$ cat src/rtl/cla_serial_adder.sv
// Nibble-serial wide adder: one 4-bit carry-lookahead slice processes the
// operands LSB nibble first, with the inter-nibble carry held in a flop.
//
//   state   | meaning
//   --------+----------------------------------------------------------
//   ST_IDLE | waiting for an operand pair, In_ready=1
//   ST_RUN  | one nibble per cycle through the slice, NIB cycles
//   ST_DONE | result held on S/Co/Ovf with Out_valid=1 until Out_ready
module cla_serial_adder #(
    parameter int WIDTH = 16
) (
    input  logic             Clk,
    input  logic             Rst_n,
    input  logic             In_valid,
    output logic             In_ready,
    input  logic [WIDTH-1:0] A,
    input  logic [WIDTH-1:0] B,
    input  logic             Ci,
    output logic             Out_valid,
    input  logic             Out_ready,
    output logic [WIDTH-1:0] S,
    output logic             Co,
    output logic             Ovf
);

    localparam int NIB = WIDTH / 4;
    localparam int CW  = (NIB > 1) ? $clog2(NIB) : 1;

    typedef enum logic [1:0] {
        ST_IDLE = 2'd0,
        ST_RUN  = 2'd1,
        ST_DONE = 2'd2
    } state_t;

    state_t           state_q;
    state_t           state_d;
    logic [CW-1:0]    cnt_q;
    logic             cnt_last;
    logic [WIDTH-1:0] a_q;
    logic [WIDTH-1:0] b_q;
    logic [WIDTH-1:0] sum_q;
    logic [WIDTH-1:0] sum_shift;
    logic             carry_q;
    logic             a_msb_q;
    logic             b_msb_q;
    logic             co_q;
    logic             ovf_q;

    logic [3:0]       slice_g;
    logic [3:0]       slice_p;
    logic [3:0]       slice_c;
    logic             slice_co;
    logic [3:0]       slice_sum;

    assign cnt_last = (cnt_q == CW'(NIB - 1));

    // Carry-lookahead slice over the low nibble of the operand shift registers
    always_comb begin
        slice_g    = a_q[3:0] & b_q[3:0];
        slice_p    = a_q[3:0] ^ b_q[3:0];
        slice_c[0] = carry_q;
        slice_c[1] = slice_g[0] | (slice_p[0] & carry_q);
        slice_c[2] = slice_g[1] | (slice_p[1] & slice_g[0])
                   | (slice_p[1] & slice_p[0] & carry_q);
        slice_c[3] = slice_g[2] | (slice_p[2] & slice_g[1])
                   | (slice_p[2] & slice_p[1] & slice_g[0])
                   | (slice_p[2] & slice_p[1] & slice_p[0] & carry_q);
        slice_co   = slice_g[3] | (slice_p[3] & slice_g[2])
                   | (slice_p[3] & slice_p[2] & slice_g[1])
                   | (slice_p[3] & slice_p[2] & slice_p[1] & slice_g[0])
                   | (slice_p[3] & slice_p[2] & slice_p[1] & slice_p[0] & carry_q);
        slice_sum  = slice_p ^ slice_c;
    end

    // Sum enters from the top so nibble 0 lands at S[3:0] after NIB shifts
    generate
        if (WIDTH == 4) begin : g_single
            assign sum_shift = slice_sum;
        end else begin : g_multi
            assign sum_shift = {slice_sum, sum_q[WIDTH-1:4]};
        end
    endgenerate

    always_ff @(posedge Clk) begin
        if (!Rst_n) begin
            state_q <= ST_IDLE;
        end else begin
            state_q <= state_d;
        end
    end

    always_comb begin
        state_d = state_q;
        case (state_q)
            ST_IDLE: if (In_valid)  state_d = ST_RUN;
            ST_RUN:  if (cnt_last)  state_d = ST_DONE;
            ST_DONE: if (Out_ready) state_d = ST_IDLE;
            default:                state_d = ST_IDLE;
        endcase
    end

    always_comb begin
        In_ready  = Rst_n && (state_q == ST_IDLE);
        Out_valid = (state_q == ST_DONE);
    end

    always_ff @(posedge Clk) begin
        if (!Rst_n) begin
            cnt_q   <= '0;
            a_q     <= '0;
            b_q     <= '0;
            sum_q   <= '0;
            carry_q <= 1'b0;
            a_msb_q <= 1'b0;
            b_msb_q <= 1'b0;
            co_q    <= 1'b0;
            ovf_q   <= 1'b0;
        end else begin
            case (state_q)
                ST_IDLE: begin
                    if (In_valid) begin
                        a_q     <= A;
                        b_q     <= B;
                        carry_q <= Ci;
                        a_msb_q <= A[WIDTH-1];
                        b_msb_q <= B[WIDTH-1];
                        cnt_q   <= '0;
                    end
                end
                ST_RUN: begin
                    sum_q   <= sum_shift;
                    carry_q <= slice_co;
                    a_q     <= a_q >> 4;
                    b_q     <= b_q >> 4;
                    cnt_q   <= cnt_q + CW'(1);
                    if (cnt_last) begin
                        co_q  <= slice_co;
                        ovf_q <= (a_msb_q == b_msb_q) && (slice_sum[3] != a_msb_q);
                    end
                end
                default: ;
            endcase
        end
    end

    assign S   = sum_q;
    assign Co  = co_q;
    assign Ovf = ovf_q;

endmodule

$ cat config.mk
export PLATFORM = sky130hd
export DESIGN_NAME = cla_serial_adder
export DESIGN_NICKNAME = d
export VERILOG_FILES = /design/src/rtl/cla_serial_adder.sv
export SDC_FILE = /design/constraint.sdc
export NUM_CORES = 1
export LEC_CHECK = 0
export ABC_CLOCK_PERIOD_IN_PS = 1900
export CORE_ASPECT_RATIO = 0.6
export CORE_MARGIN = 5
export CORE_UTILIZATION = 30
export CTS_BUF_LIST = sky130_fd_sc_hd__clkbuf_8 sky130_fd_sc_hd__clkbuf_16
export CTS_CLUSTER_SIZE = 40
export DETAILED_ROUTE_END_ITERATION = 16
export PLACE_DENSITY_LB_ADDON = 0.15
export REMOVE_ABC_BUFFERS = 1
export SLEW_MARGIN = 30
export SYNTH_ARGS = -nofsm -noshare
export SYNTH_HDL_FRONTEND = slang
export SYNTH_SLANG_ARGS = --single-unit
$ cat constraint.sdc
create_clock -name Clk -period 1.9 [get_ports Clk]
set_input_delay 0.38 -clock Clk [delete_from_list [all_inputs] [get_ports Clk]]
set_output_delay 0.38 -clock Clk [all_outputs]
set_load 0.01 [all_outputs]
## Word level (Yosys, flattened, before mapping)

Index checks and enable logic that the tools add are counted.

| cells by class | value |
|---|---|
| $mul | 0 |
| $add $sub $neg | 1 |
| equal/unequal tests | 8 |
| shift-type cells | 0 |
| $lt $le $gt $ge | 0 |
| muxes and demuxes | 12 |
| divide/modulo/power cells | 0 |
| bitwise gates (word level) | 29 |
| reductions and logical operators | 8 |

Operator list:

| operator | number |
|---|---|
| $pmux W16 S2 | 2 |
| $mux W16 | 2 |
| $and A1 B1 Y1 | 16 |
| $or A1 B1 Y1 | 10 |
| $mux W2 | 4 |
| $xor A4 B4 Y4 | 2 |
| $pmux W2 S3 | 1 |
| $reduce_and A2 Y1 | 3 |
| $and A4 B4 Y4 | 1 |
| $eq A2 B2 Y1 const B | 2 |
| $ne A2 B2 Y1 const B | 2 |
| $pmux W2 S2 | 1 |
| $reduce_and A3 Y1 | 1 |
| $add A2 B1 Y2 const B | 1 |
| $eq A2 B1 Y1 const B | 1 |
| $logic_and A1 B1 Y1 | 2 |
| $logic_not A2 Y1 | 1 |
| $ne A2 B1 Y1 const B | 1 |
| $pmux W1 S2 | 1 |
| $reduce_bool A2 Y1 | 1 |
| $eq A1 B1 Y1 | 1 |
| $mux W1 | 1 |
| $ne A1 B1 Y1 | 1 |

| word-level totals | value |
|---|---|
| ROM bits | 0 |
| latch bits | 0 |
| memories kept | 0 |
| memory bits (writable) | 0 |
| output and inout bits | 20 |
| logic and storage cells | 68 |
| bits in registers | 57 |
| bits of input ports | 37 |

## Depth between registers and ports, before layout

Gate-level depths: netlist of run 1.

| depth | value |
|---|---|
| depth after elaboration | 8 |
| mapped depth | 6 |
| gate-level depth less buffers | 5 |

## Worst setup path after synthesis of run 1

OpenSTA, ideal clock, no wires.

| path | value |
|---|---|
| path type | reg-to-reg |
| start point | register a_q[0] |
| end point | register ovf_q, in the netlist Ovf |
| buffers on the path | 0 |
| cell stages (with the launch flop) | 6 |
| slack | 323 ps |
| data arrival time | 1503 ps |
| required time | 1826 ps |
| clock period less this slack | 1577 ps |
| path through | dfxtp_1 > ha_1 > a211o_1 > a211o_1 > a31o_1 > a31oi_1 |

| between the ends | value |
|---|---|
| word-level cells in the longest chain between the ends | 7 |
| elaborated cells between the ends (all ways) | 10 |
| those cells by class | 1 x eq/ne; 8 x bitwise; 1 x reduce/logical |

RTL lines:

| item | RTL line | RTL |
|---|---|---|
| from (decl) | 39 | `logic [WIDTH-1:0] a_q;` |
| from (signal assigned) | 133 | `a_q <= a_q >> 4;` |
| $and A4 B4 Y4 or $xor A4 B4 Y4 (tied branches) | 59, 60 |  |
| $and A1 B1 Y1, on equally long branches | 66, 67 |  |
| $or A1 B1 Y1 or $and A1 B1 Y1 (tied branches) | 66, 67 |  |
| $or A1 B1 Y1 (*) | 67 | `\| (slice_p[2] & slice_p[1] & slice_p[0] & carry_q);` |
| $xor A4 B4 Y4 (*) | 72 | `slice_sum = slice_p ^ slice_c;` |
| $ne A1 B1 Y1 (*) | 138 | `ovf_q <= (a_msb_q == b_msb_q) && (slice_sum[3] != a_msb_q);` |
| $logic_and A1 B1 Y1 (*) | 138 |  |
| to (signal assigned) | 138 |  |
| to (decl) | 47 | `logic ovf_q;` |

Every way passes the cells marked *; elsewhere a longest branch is shown, timed or not.
A chain may end at the register's enable or synchronous reset.

## Worst setup path in the final report of run 1

| path | value |
|---|---|
| start point | register state_q[1] |
| end point | output Out_valid |

| between the ends | value |
|---|---|
| word-level cells in the longest chain between the ends | 1 |

RTL lines:

| item | RTL line | RTL |
|---|---|---|
| from (decl) | 35 | `state_t state_q;` |
| from (signal assigned) | 88 | `state_q <= state_d;` |
| $eq A2 B2 Y1 | 104 | `Out_valid = (state_q == ST_DONE);` |
| to (decl) | 19 | `output logic Out_valid,` |

No other way between the ends.

==> metrics, run 1 <==
initial antenna violation count 0; port buffer count 56; post-cts resize count 2; die width ~130 um; H-tree depth 3; RD Place Congestion 0.752; Core ar. around 8400 um^2; final worst path period need 1800 ps; sequential area share after synthesis 0.448; Final HPWL DP approximately 4 mm; Rows 26; antenna-violating nets left 0; Avg Inst Size Synth 8.43 um^2; nets@finish between 300 and 400; max-slew violations 0; IO Pins between 50 and 60; final wirelength 6.02 mm; Setup Crit Path Kind reg -> out; Yosys warnings 0; DIE HEIGHT about 81 um; Multi-input gate area 1280 um^2; Max Clock Skew ~2.2 ps; top_reg_cell synth dfxtp_1; Slew @ Worst Pin ~710 ps; largest net degree at the start of global routing 73; clock tree root driver cell clkbuf_16; antenna cells 0; Hold Crit Depth 2; Hold Path Class reg -> reg; IR drop worst, VDD around 0.43 mV; Clock Sinks 57; max frequency about 560 MHz; CTS clk-pin slew, worst paths around 50 ps; vias ~2200; maximum clock insertion buffer count 2; Rel. slew slack 0.528; postcts setup bufs 0; vias in the first global route ~2100; aggregate global routing overflow 0; R2R depth 5; Pre-Repair DR Iteration Count 4; period utilisation layout 0.946; final setup violation count 0; crit-path max FO 6; Final Hold Viols 0; hold path start S[3]$_SDFFE_PN0N_; Post-Route Utilization 0.415; Max-cap violations 0; number of vias per cell ~4.6; RSZ-0062 raised after global routing false; CTS Hold Bufs 0; PD cells around 900 nW/um^2; Design Power 3.19 mW; Post-synth ARST share 0; Critical Path Start Type flop; CP max stage cell clkdlybuf4s50_1; RR Startpoint a_q[0]$_SDFFE_PN0P_; 1st-iter DRT viols about 110; Seq cells post-synth 57; Setup crit start state_q[1]$_SDFFE_PN0P_; Area growth syn-to-layout 36.9%; CP Capture Type output pin; Leak approximately 1.3 nW; R2R setup slack between 200 and 250 ps; worst path cell trace nor2b_2 -> clkdlybuf4s50_1; library cells used by synthesis 34; sequential standard cell area roughly 1100 um^2; latest clock arrival within the worst-skew pair ~320 ps; Num CTS Buffers 9; Post-Syn Area approximately 2500 um^2; DRC Markers 0; number of synthesized flops with an enable pin 0; status finished clean; # fillers about 860; area of the die between 10000 and 15000 um^2; global-route wire length before repair a little over 10 mm; CP arrival 1420 ps; Setup TNS Final 0 ps; detail-routed net length per standard cell between 10 and 15 um; Mapped Cells a little over 300; Critical Path Max Stage Delay between 500 and 600 ps; Starting Density 0.303; layout cells sized above 1 0.117; Critical Path RT between 1500 and 2000 ps; GR Util All Layers 0.126; TritonCTS clock tree done
==> cell families after synthesis <==
family,share of synthesized area
fa+ha+maj,0.0324
simple gates,0.237
buf+inv,0.0521
xor+xnor,0.00344
flops,0.448
compound gates,0.227
==> cell usage after synthesis, drive strengths merged (5+ instances only) <==
cell type	n	share of area
a21oi	28	0.055
a311oi	22	0.12
buf	16	0.037
clkbuf	5	0.0074
dfxtp	57	0.45
ha	5	0.025
inv	5	0.0074
nand2	88	0.13
nand3	7	0.014
nor2	36	0.054
==> layout by cell type, fill, tap and decap left out, drive strengths merged, types with 3 or more instances in the layout <==
master,n
inv,10
nor3,3
a31oi,3
clkbuf,10
a211oi,3
nor2,36
dfxtp,57
a21oi,28
clkdlybuf4s50,55
a311oi,22
nand2,88
buf,7
ha,5
o21a,3
nand3,7
==> metal layers <==
layer  track usage  vias up  wire (um)
met5             0        -          0
met4        0.0535        0         82
met3        0.0545       10        394
met2         0.170       53       2440
met1         0.172      984       3110
li1              -     1143          -
==> critical path: cells and delay by family, from the launching register on <==
family | cells | cell delay, ps
buffers and inverters | 1 | 540
DFF | 1 | 390
and+or+nand+nor | 1 | 170
==> registers in the layout, indices dropped and copies added, names as in the netlist <==
register,cells
S,16
a_q,16
b_q,16
cnt_q,2
state_q,2
Co,1
Ovf,1
a_msb_q,1
b_msb_q,1
carry_q,1
==> power breakdown <==
part / internal [mW] / switching, mW
logic: 0.235 / 0.256
registers: 1.28 / 0.0480
clock network: 0.881 / 0.492
==> per-stage QoR <==
step / hold WS, ps / worst slack (ps) / cells / cell area, um^2
after floorplan: 437 / -603 / 281 / 2430
after global placement: 443 / -65.4 / 456 / 3230
after detailed placement: 446 / -85.4 / 456 / 3230
after CTS: 453 / 51.3 / 471 / 3480
after global routing: 468 / 28.8 / 471 / 3490
final: 450 / 102 / 471 / 3490
==> path summary, 6_finish.rpt <==
kind / to
setup / recovery: Out_valid
hold / removal: S[3]$_SDFFE_PN0N_
setup reg to reg: Ovf$_SDFFE_PN0P_
hold reg to reg: S[3]$_SDFFE_PN0N_
==> cell type report <==
type | instances | area share
Multi-Input combinational cell | 219 | 0.366
Sequential cell | 57 | 0.328
Clock buffer | 10 | 0.0686
Timing Repair Buffer | 63 | 0.186
Tap cell | 112 | 0.0402
Clock inverter | 5 | 0.00538
Inverter | 5 | 0.00538
Power figures use the tool's default switching activity.
==> run 2: changes to the inputs <==
CTS_CLUSTER_SIZE = not set   (was 40)
==> results of run 2 <==
Same layout as run 1: the final DEF is identical, and so are final timing and power.
